$ cat src/rtl/msk_and_pini2_seq.sv
// msk_and_pini2_seq: feeds one masked operand pair plus fresh randomness into the
// 2-cycle PINI AND gadget (inb/rnd first, ina one cycle later) and registers its output sharing.
`default_nettype none

module msk_and_pini2_seq #(
   parameter  int D     = 2,
   localparam int N_RND = D * (D - 1) / 2
) (
   input  logic             clk,
   input  logic             rst_n,
   input  logic             in_valid,
   output logic             in_ready,
   input  logic [D-1:0]     in_a,
   input  logic [D-1:0]     in_b,
   input  logic             rnd_valid,
   output logic             rnd_ready,
   input  logic [N_RND-1:0] rnd_in,
   output logic [D-1:0]     g_ina,
   output logic [D-1:0]     g_inb,
   output logic [N_RND-1:0] g_rnd,
   output logic             g_en,
   input  logic [D-1:0]     g_out,
   output logic             out_valid,
   input  logic             out_ready,
   output logic [D-1:0]     out_data,
   output logic             busy
);

   localparam logic [1:0] S_IDLE = 2'd0;
   localparam logic [1:0] S_LB   = 2'd1;
   localparam logic [1:0] S_LA   = 2'd2;
   localparam logic [1:0] S_CAP  = 2'd3;

   logic [1:0]       state;
   logic [1:0]       state_nxt;
   logic [D-1:0]     a_reg;
   logic [D-1:0]     b_reg;
   logic [N_RND-1:0] r_reg;
   logic             out_free;
   logic             start;
   logic             capture;

   assign out_free  = !out_valid || out_ready;
   assign start     = ((state == S_IDLE) || ((state == S_CAP) && out_free))
                      && in_valid && rnd_valid && out_free;
   assign capture   = (state == S_CAP) && out_free;
   assign in_ready  = start;
   assign rnd_ready = start;
   assign busy      = (state != S_IDLE) || out_valid;

   always_ff @(posedge clk or negedge rst_n) begin
      if (!rst_n) begin
         state <= S_IDLE;
      end else begin
         state <= state_nxt;
      end
   end

   always_comb begin
      state_nxt = state;
      case (state)
         S_IDLE:  if (start) state_nxt = S_LB;
         S_LB:    state_nxt = S_LA;
         S_LA:    state_nxt = S_CAP;
         S_CAP:   if (capture) state_nxt = start ? S_LB : S_IDLE;
         default: state_nxt = S_IDLE;
      endcase
   end

   // Share buses are gated by state decode so they stay zero outside their slot.
   always_comb begin
      g_ina = '0;
      g_inb = '0;
      g_rnd = '0;
      g_en  = 1'b0;
      case (state)
         S_LB: begin
            g_inb = b_reg;
            g_rnd = r_reg;
            g_en  = 1'b1;
         end
         S_LA: begin
            g_ina = a_reg;
            g_en  = 1'b1;
         end
         default: ;
      endcase
   end

   always_ff @(posedge clk or negedge rst_n) begin
      if (!rst_n) begin
         a_reg     <= '0;
         b_reg     <= '0;
         r_reg     <= '0;
         out_data  <= '0;
         out_valid <= 1'b0;
      end else begin
         if (start) begin
            a_reg <= in_a;
            b_reg <= in_b;
            r_reg <= rnd_in;
         end else begin
            // Wipe shares and randomness as soon as the gadget has consumed them.
            if (state == S_LB) begin
               b_reg <= '0;
               r_reg <= '0;
            end
            if (state == S_LA) begin
               a_reg <= '0;
            end
         end
         if (capture) begin
            out_data  <= g_out;
            out_valid <= 1'b1;
         end else if (out_valid && out_ready) begin
            out_valid <= 1'b0;
         end
      end
   end

endmodule

`default_nettype wire

$ cat config.mk
export PLATFORM = sky130hd
export DESIGN_NAME = msk_and_pini2_seq
export DESIGN_NICKNAME = d
export VERILOG_FILES = /design/src/rtl/msk_and_pini2_seq.sv
export SDC_FILE = /design/constraint.sdc
export NUM_CORES = 1
export LEC_CHECK = 0
export ABC_AREA = 1
export BUFFER_PORTS_ARGS = -buffer_cell sky130_fd_sc_hd__clkbuf_2
export CORE_AREA = 2 2 39 41
export CTS_CLUSTER_DIAMETER = 150
export CTS_CLUSTER_SIZE = 8
export DETAILED_ROUTE_END_ITERATION = 10
export DIE_AREA = 0 0 41 43
export PLACE_DENSITY_LB_ADDON = 0.12
export SETUP_SLACK_MARGIN = 0.05
export SYNTH_ARGS = -nofsm -noshare
export SYNTH_HDL_FRONTEND = slang
export SYNTH_SLANG_ARGS = --single-unit
$ cat constraint.sdc
create_clock -name clk -period 3.66 [get_ports clk]
set_input_delay 0.183 -clock clk [delete_from_list [all_inputs] [get_ports clk]]
set_output_delay 0.183 -clock clk [all_outputs]
set_load 0.02 [all_outputs]
==> impl_metrics.tcl, run 1 <==
set metrics [dict create \
    placed_area_um2 717 \
    drive_above_1_share_pct 30.1 \
    swShare_pct 47.1 \
    yosys.area.top_type "dfrtp_1" \
    dp_hpwl_um 880 \
    core_um2 1380 \
    final_design_area_no_fill_um2 749 \
    cts_resized 0 \
    synth-async-reset-ratio_pct 100 \
    path_cells "inv_1 > ha_1 > inv_1 > nand2_2 > nand3_4 > clkinv_4 > clkbuf_2" \
    synthFlopType "dfrtp_1" \
    cts_tree "done" \
    power_uw 604 \
    leakage_nw 0.490 \
    syn_area_per_cell_um2 7.65 \
    worst_skew_pair.late_latency_ps 260 \
    min_period_ps 1680 \
    cts_root_buffer "clkbuf_4" \
    seqPwrFrac_pct 33.4 \
    hold_class "primary input to flip-flop" \
    finalCritPeriodShare_pct 46.0 \
    track_usage_pct 15.2 \
    grt_pass1_wl_mm 1.80 \
    yosys-top-cells-count "nand2_1, inv_1, dfrtp_1, nand3_1, ha_1" \
    clkTransAtPathRegs_ps 70 \
    cp.arrival_ps 1500 \
    slew-limit-headroom_pct 82.4 \
    rsz0062_at_grt "false" \
    max_freq_mhz 594 \
    cts_max_level 1 \
    synth_area_um2 589 \
    post-route-drc-count 0 \
    p_sw_uw 284 \
    wirelength_mm 1.08 \
    yosys_warnings 0 \
    die-area_um2 1760 \
    finalSetupTns_ps 0 \
    critical_path.max_fanout 7 \
    cts_buffers 3 \
    synthDistinctLibCells 12 \
    rows 14 \
    gp_congestion 0.734 \
    setup_viol 0 \
    ys_ff_latch 10 \
    drv_cap 0 \
    antenna_found_initial 0 \
    num-nets-final 122 \
    fp.dieW_um 41 \
    pwr-share-comb_pct 54.2 \
    grt_max_degree 11 \
    clock_path_buffers 2 \
    path_common_cell "inv_1" \
    worst_pin_slew_ps 264 \
    use_met1_pct 19.3 \
    required_ps 3480 \
    grt_pass1_vias 451 \
    slew_violations 0 \
    final_core_util_pct 54.2 \
    io_pins 24 \
    hold_violations 0 \
    drtIter0Drc 13 \
    avgViaCountPerCell 4.35 \
    fp.dieH_um 43 \
    power.internal_uw 320 \
    endpoint_kind "output port" \
    grt_use_met2_pct 23.1 \
    synth.top_cell.area_share_pct 42.5 \
    cts.sinks 10 \
    finalClockSkew_ps 1.83 \
    crit_slowest_cell "dfrtp_1" \
    ys_seq_area_share_pct 42.5 \
    synth_edf_count 0 \
    synth_cells 77 \
    top_usage_layer "met2" \
    area_delta_synth_final_pct 27.2 \
    powerDensity_nw_per_um2 806 \
    critPathKind "flip-flop to output port" \
    grt-ovfl-total 0 \
    dr.pass1.iters 4 \
    vdd_drop_max_mv 0.357 \
    portBuffers 23 \
    status "finished, final reports clean" \
    postCtsSetupRepairBufs 0 \
    wl_per_cell_um 9.07 \
    gr-usage-met3_pct 6.28 \
    p_clk_share_pct 12.4 \
    yosysMostFrequentCell "nand2_1" \
    synthTopCellsByArea "dfrtp_1, nand2_1, ha_1, nand3_1, inv_1" \
    fill_cells 138 \
    synth_nets 94 \
    dr_total_vias 518 \
    antenna_left 0 \
    cpPeakStageDelay_ps 410 \
    diodes 0 \
    start_kind "flip-flop" \
    initial_core_util_pct 42.6 \
]
-- final cells by class --
type | instances | area (um2) | share of cell area, %
Multi-Input combinational cell | 51 | 270 | 36.1
Timing Repair Buffer | 24 | 125 | 16.7
Tap cell | 16 | 20.0 | 2.67
Sequential cell | 10 | 250 | 33.4
Clock buffer | 3 | 22.5 | 3.01
Inverter | 15 | 61.3 | 8.18
-- worst paths after layout --
check,startpoint,end,slack [ps],depth (start not counted)
max in group asynchronous,rst_n,b_reg[1],3130,2
setup / recovery,state[1],rnd_ready,1980,7
hold reg to reg,out_data[1],out_data[1],470,2
min in group asynchronous,rst_n,out_valid,320,2
hold / removal,in_a[0],a_reg[0],120,3
setup reg to reg,state[0],state[0],2350,8
-- through the flow --
stage	hold slack [ps]	cells	worst slack, ps
after global placement	61.9	115	2280
after global routing	123	119	1820
final	118	119	1980
after CTS	113	119	1950
after detailed placement	64.3	115	2240
after floorplan	-113	77	2310
-- power by group through the flow --
stage               clock network, mW  logic [mW]  registers (mW)
floorplan                           0       0.233           0.217
global placement                    0       0.332           0.202
detailed placement                  0       0.332           0.204
CTS                            0.0779       0.334           0.203
global route                   0.0866       0.378           0.211
finish                         0.0748       0.327           0.202
-- per-layer routing --
metal  part of all wire [%]  wire length (um)
met2                     49               524
met3                    5.7                62
met4                      0                 0
met1                     46               491
met5                      0                 0
-- placed cells by master, fill, tap and decap left out, drive strengths merged --
master and n:
nand2 32, ha 5, nand3 11, clkbuf 26, o211ai 1, inv 14, clkinv 1, dfrtp 10
nor2 2, dlygate4sd3 1
-- logic make-up after synthesis --
group | Yosys count | share of synthesized area, %
AND/OR/NAND/NOR | 45 | 34.0
buffers and inverters | 16 | 11.7
flip-flops | 10 | 42.5
adder cells (fa/ha/maj) | 5 | 10.6
AO/OA/AOI/OAI | 1 | 1.27
-- critical path: cells and delay by family, from the launching register on --
family	cells	cell delay (ps)
buffers and inverters	4	440
DFF	1	410
adders and majority gates	1	200
and+or+nand+nor	2	190
-- what timing repair did --
action                                 in CTS  in global routing
endpoints found under the hold margin      10                  0
setup endpoints to repair                   0                  0
hold buffers                                1                  0
No activity file was read; power rests on OpenSTA's default activity.
==> run 2: changes to the inputs <==
Settings changed: CORE_AREA 2 2 39 41 to unset, CORE_UTILIZATION set to 45, DIE_AREA 0 0 41 43 to unset.
Clock period 3.66 ns to 1.6 ns, I/O delays scaled along.
==> impl_metrics.tcl, run 2 (synthesized netlist as in run 1, its figures left out) <==
set metrics [dict create \
    swShare_pct 44.5 \
    num-nets-final 127 \
    hold_start "in_b[0]" \
    required_ps 1520 \
    cts_tree "done" \
    fp.dieW_um 38.2 \
    cts_max_level 1 \
    cts_buffers 3 \
    area_delta_synth_final_pct 40.3 \
    start_kind "flip-flop" \
    dr_total_vias 566 \
    powerDensity_nw_per_um2 1940 \
    io_pins 24 \
    pwr-share-comb_pct 56.6 \
    r2r_setup_slack_ps 300 \
    antenna_left 0 \
    diodes 0 \
    min_to "b_reg[0]" \
    critical_path.max_fanout 7 \
    cp.arrival_ps 1420 \
    reg2reg_from "state[1]" \
    max_freq_mhz 665 \
    worst_r2r_path_depth 7 \
    fp.dieH_um 38.2 \
    min_period_ps 1500 \
    path_buf_inv 3 \
    worst_pin_slew_ps 265 \
    final_cell_mix "nand2_1, clkbuf_2, inv_1, nand3_1, dfrtp_1" \
    die-area_um2 1460 \
    gp_congestion 0.765 \
    finalSetupTns_ps 0 \
    final_design_area_no_fill_um2 827 \
    setup_viol 0 \
    cp.depth 6 \
    path_delay_family "flip-flops" \
    slew-limit-headroom_pct 82.4 \
    rsz0062_at_grt "true" \
    p_sw_uw 713 \
    avgViaCountPerCell 4.60 \
    leakage_nw 0.519 \
    regToRegEndpoint "a_reg[1]" \
    clock_path_buffers 2 \
    cts.sinks 10 \
    antenna_found_initial 0 \
    slew_violations 0 \
    final_common_cell "nand2_1" \
    vdd_drop_max_mv 1.10 \
    drtIter0Drc 6 \
    grt-ovfl-total 0 \
    wl_per_cell_um 10.2 \
    seq_area_um2 250 \
    initial_core_util_pct 51.0 \
    worst_skew_pair.late_latency_ps 260 \
    path_cells "ha_2 > inv_2 > nand2_2 > nand3_4 > clkinv_4 > clkbuf_4" \
    core_um2 1160 \
    multi_input_area_um2 288 \
    grt_max_degree 11 \
    placed_area_um2 714 \
    seqPwrFrac_pct 29.0 \
    grt_pass1_wl_mm 1.86 \
    finalClockSkew_ps 3.19 \
    power.internal_uw 889 \
    cts_root_buffer "clkbuf_4" \
    rows 12 \
    wirelength_mm 1.26 \
    hold_class "primary input to flip-flop" \
    dr.pass1.iters 4 \
    drv_cap 0 \
    status "finished, final reports clean" \
    crit_slowest_cell "dfrtp_1" \
    finalCritPeriodShare_pct 94.0 \
    drive_above_1_share_pct 38.5 \
    p_clk_share_pct 14.4 \
    portBuffers 23 \
    endpoint_kind "output port" \
    clkTransAtPathRegs_ps 70 \
    hold_violations 0 \
    cpPeakStageDelay_ps 420 \
    critPathKind "flip-flop to output port" \
    fill_cells 104 \
    grt_pass1_vias 473 \
    track_usage_pct 19.1 \
    post-route-drc-count 0 \
    dp_hpwl_um 893 \
    hold-path-cell-count 3 \
]
## run 2: cell types whose count changed in the layout (fill, tap and decap cells not counted), moves of 2 or more
cell      change
ha_2          +2
ha_1          -3
clkbuf_8      +2
inv_1         -2
buf_4         +5
clkbuf_2      -2
inv_2         +2
## run 2: cell type report
class	count	area share, %
multi-input combinational	51	34.8
sequential	10	30.3
timing repair buffer	29	21.0
inverter	15	7.41
clock buffer	4	4.39
tap	14	2.12
## run 2: metal layers
layer | global-route usage [%] | part of all wire (%) | up-vias
met5 | 0 | 0 | -
met4 | 8.04 | 0 | 0
met3 | 5.23 | 4.5 | 0
met2 | 32.6 | 49 | 15
met1 | 22.1 | 47 | 255
li1 | - | - | 296
## run 2: how the worst max path moves through the flow
stage | from | end | slack [ps]
2_1_floorplan | state[0] | rnd_ready | 350
3_3_place_gp | state[1] | in_ready | 280
3_5_place_dp | state[0] | rnd_ready | 260
4_1_cts | state[0] | rnd_ready | 80
5_1_grt | state[1] | rnd_ready | 40
6_report | state[1] | rnd_ready | 100
## run 2: power by group through the flow
stage | clock, mW | combinational [mW] | sequential, mW
after floorplan | 0 | 0.534 | 0.496
after detailed placement | 0 | 0.754 | 0.470
final | 0.231 | 0.907 | 0.465
after global placement | 0 | 0.748 | 0.464
after CTS | 0.235 | 0.833 | 0.464
after global routing | 0.250 | 1.02 | 0.474
## run 2: worst register-to-register path, delay by kind of cell (launching register included)
kind | cells | cell delay, ps
adder cells (fa/ha/maj) | 1 | 250
buffers and inverters | 2 | 220
AND/OR/NAND/NOR | 4 | 300
flip-flops | 1 | 420
## run 2: what timing repair did
item | CTS | global route
gates cloned | 0 | 0
hold buffers | 1 | 0
buffers inserted | 3 | 2
hold endpoints to repair | 10 | 0
gates resized for setup | 6 | 2
pin swaps | 0 | 0
setup endpoints to repair | 2 | 2
## run 2: stage by stage
stage,setup slack [ps],instances,hold WS [ps],power [mW],utilization (%)
floorplan,348,77,-216,1.03,-
global placement,283,113,-42.3,1.21,61.8
detailed placement,256,113,-37.2,1.22,61.8
CTS,84.9,121,11.7,1.53,69.2
global route,43.3,123,14.1,1.74,71.5
finish,96.4,123,17.1,1.60,71.5
==> run 3: changes to the inputs <==
Settings changed: ABC_AREA 1 to unset, CORE_UTILIZATION 45 to 46.
==> impl_metrics.tcl, run 3 <==
set metrics [dict create \
    status "finished, final reports clean" \
    finalCritPeriodShare_pct 97.7 \
    rows 12 \
    avgViaCountPerCell 4.86 \
    min_period_ps 1560 \
    antenna_found_initial 0 \
    hold_class "primary input to flip-flop" \
    drtIter0Drc 4 \
    max_freq_mhz 640 \
    fp.dieH_um 38.5 \
    synth_nets 66 \
    cts.sinks 10 \
    rsz0062_at_grt "true" \
    wl_per_cell_um 12.7 \
    use_met1_pct 23.0 \
    final_design_area_no_fill_um2 908 \
    clock_path_buffers 2 \
    grt_use_met2_pct 36.9 \
    yosys-top-cells-count "dfrtp_1, mux2_4, and2_1, ha_1, nor2b_1" \
    power_mw 1.77 \
    track_usage_pct 21.3 \
    critPathKind "flip-flop to flip-flop" \
    slew-limit-headroom_pct 82.7 \
    top_usage_layer "met2" \
    required_ps 1760 \
    grt_pass1_wl_mm 1.99 \
    drive_above_1_share_pct 66.7 \
    grt_max_degree 11 \
    antenna_left 0 \
    gr-usage-met3_pct 3.49 \
    synth_area_um2 612 \
    final_common_cell "clkbuf_2" \
    grt_pass1_vias 477 \
    die-area_um2 1480 \
    r2r_setup_slack_ps 40 \
    cts_root_buffer "clkbuf_4" \
    powerDensity_nw_per_um2 1950 \
    synth.top_cell.area_share_pct 40.9 \
    fill_cells 73 \
    drv_cap 0 \
    seqPwrFrac_pct 26.0 \
    pwr-share-comb_pct 60.8 \
    p_clk_share_pct 13.2 \
    portBuffers 23 \
    start_kind "flip-flop" \
    gp_congestion 0.701 \
    yosysMostFrequentCell "dfrtp_1" \
    initial_core_util_pct 52.2 \
    ys_seq_area_share_pct 40.9 \
    cts_buffers 3 \
    leakage_nw 0.473 \
    num-nets-final 102 \
    finalClockSkew_ps 4.25 \
    synth_cells 49 \
    synth-async-reset-ratio_pct 100 \
    synth_edf_count 0 \
    worst_pin_slew_ps 260 \
    ys_ff_latch 10 \
    placed_area_um2 763 \
    synthDistinctLibCells 21 \
    final_core_util_pct 77.6 \
    dr_total_vias 476 \
    critical_path.max_fanout 6 \
    hold_violations 0 \
    cp.arrival_ps 1720 \
    fp.dieW_um 38.5 \
    cts_tree "done" \
    worst_skew_pair.late_latency_ps 270 \
    synthTopCellsByArea "dfrtp_1, mux2_4, ha_1, and2_1, nor2b_1" \
    wirelength_mm 1.24 \
    diodes 0 \
    io_pins 24 \
    area_delta_synth_final_pct 48.5 \
    cts_max_level 1 \
    post-route-drc-count 0 \
    dp_hpwl_um 899 \
    vdd_drop_max_mv 1.17 \
    swShare_pct 37.8 \
    p_sw_uw 670 \
    power.internal_mw 1.10 \
    grt-ovfl-total 0 \
    slew_violations 0 \
    synthFlopType "dfrtp_1" \
    clkTransAtPathRegs_ps 70 \
    dr.pass1.iters 4 \
    syn_area_per_cell_um2 12.5 \
    setup_viol 0 \
    yosys.area.top_type "dfrtp_1" \
    yosys_warnings 0 \
    core_um2 1170 \
    final_cell_mix "clkbuf_2, dfrtp_1, buf_4, mux2_4, nor2b_1" \
    endpoint_kind "flip-flop" \
]
-- run 3: repair_timing --
action	in CTS	in global routing
setup endpoints to repair	8	12
hold buffers	1	0
setup buffers	4	0
endpoints found under the hold margin	10	0
resized for setup	11	10
pin swaps	2	1
-- run 3: per-layer routing --
layer,vias to the layer above,routed length (um)
li1,235,-
met3,5,60
met2,19,617
met1,217,529
met4,0,37
met5,-,0
-- run 3: area by class of cell --
cell class | instances | area [um2] | share of cell area (%)
flip-flops and latches | 10 | 251 | 27.7
inverters | 2 | 7.51 | 0.826
multi-input cells | 35 | 369 | 40.6
well taps | 14 | 17.5 | 1.93
repair buffers | 33 | 226 | 24.9
clock buffers | 4 | 36.3 | 3.99
-- run 3: cell families (layout without fill, tap and decap cells) --
group	after synthesis	after routing	share of synthesized area (%)
simple gates	17	17	19.2
flops	10	10	40.9
mux	8	8	18.4
fa+ha+maj	5	5	10.2
compound gates	5	5	6.95
buf+inv	4	39	4.30
-- run 3: power by group through the flow --
stage	clock (mW)	combinational, mW	sequential [mW]
floorplan	0	0.611	0.486
CTS	0.238	1.04	0.450
finish	0.233	1.08	0.460
global placement	0	0.925	0.444
global route	0.249	1.18	0.476
detailed placement	0	0.931	0.452
-- run 3: critical path, cell delays in order (launching register included) --
cell and delay (ps):
dfrtp_1 420, ha_2 210, nor2_2 110, and3b_2 270, buf_4 150, mux2_4 280
-- run 3: worst paths after layout --
check | start | end | depth (start not counted)
max | state[0] | a_reg[1] | 5
max reg2reg | state[0] | a_reg[1] | 5
max in group asynchronous | rst_n | state[1] | 2
min reg2reg | out_data[1] | out_data[1] | 1
min | in_b[1] | b_reg[1] | 2
min in group asynchronous | rst_n | b_reg[0] | 2
-- run 3: metrics by stage --
step	TNS, ps	instances	setup WS, ps	hold WS, ps
2_1_floorplan	0	49	70.5	-216
5_1_grt	-72.5	98	-23.0	25.7
4_1_cts	0	98	37.7	28.1
3_3_place_gp	0	89	2.86	-37.9
6_report	0	98	37.0	32.3
3_5_place_dp	-169	89	-42.1	-38.1
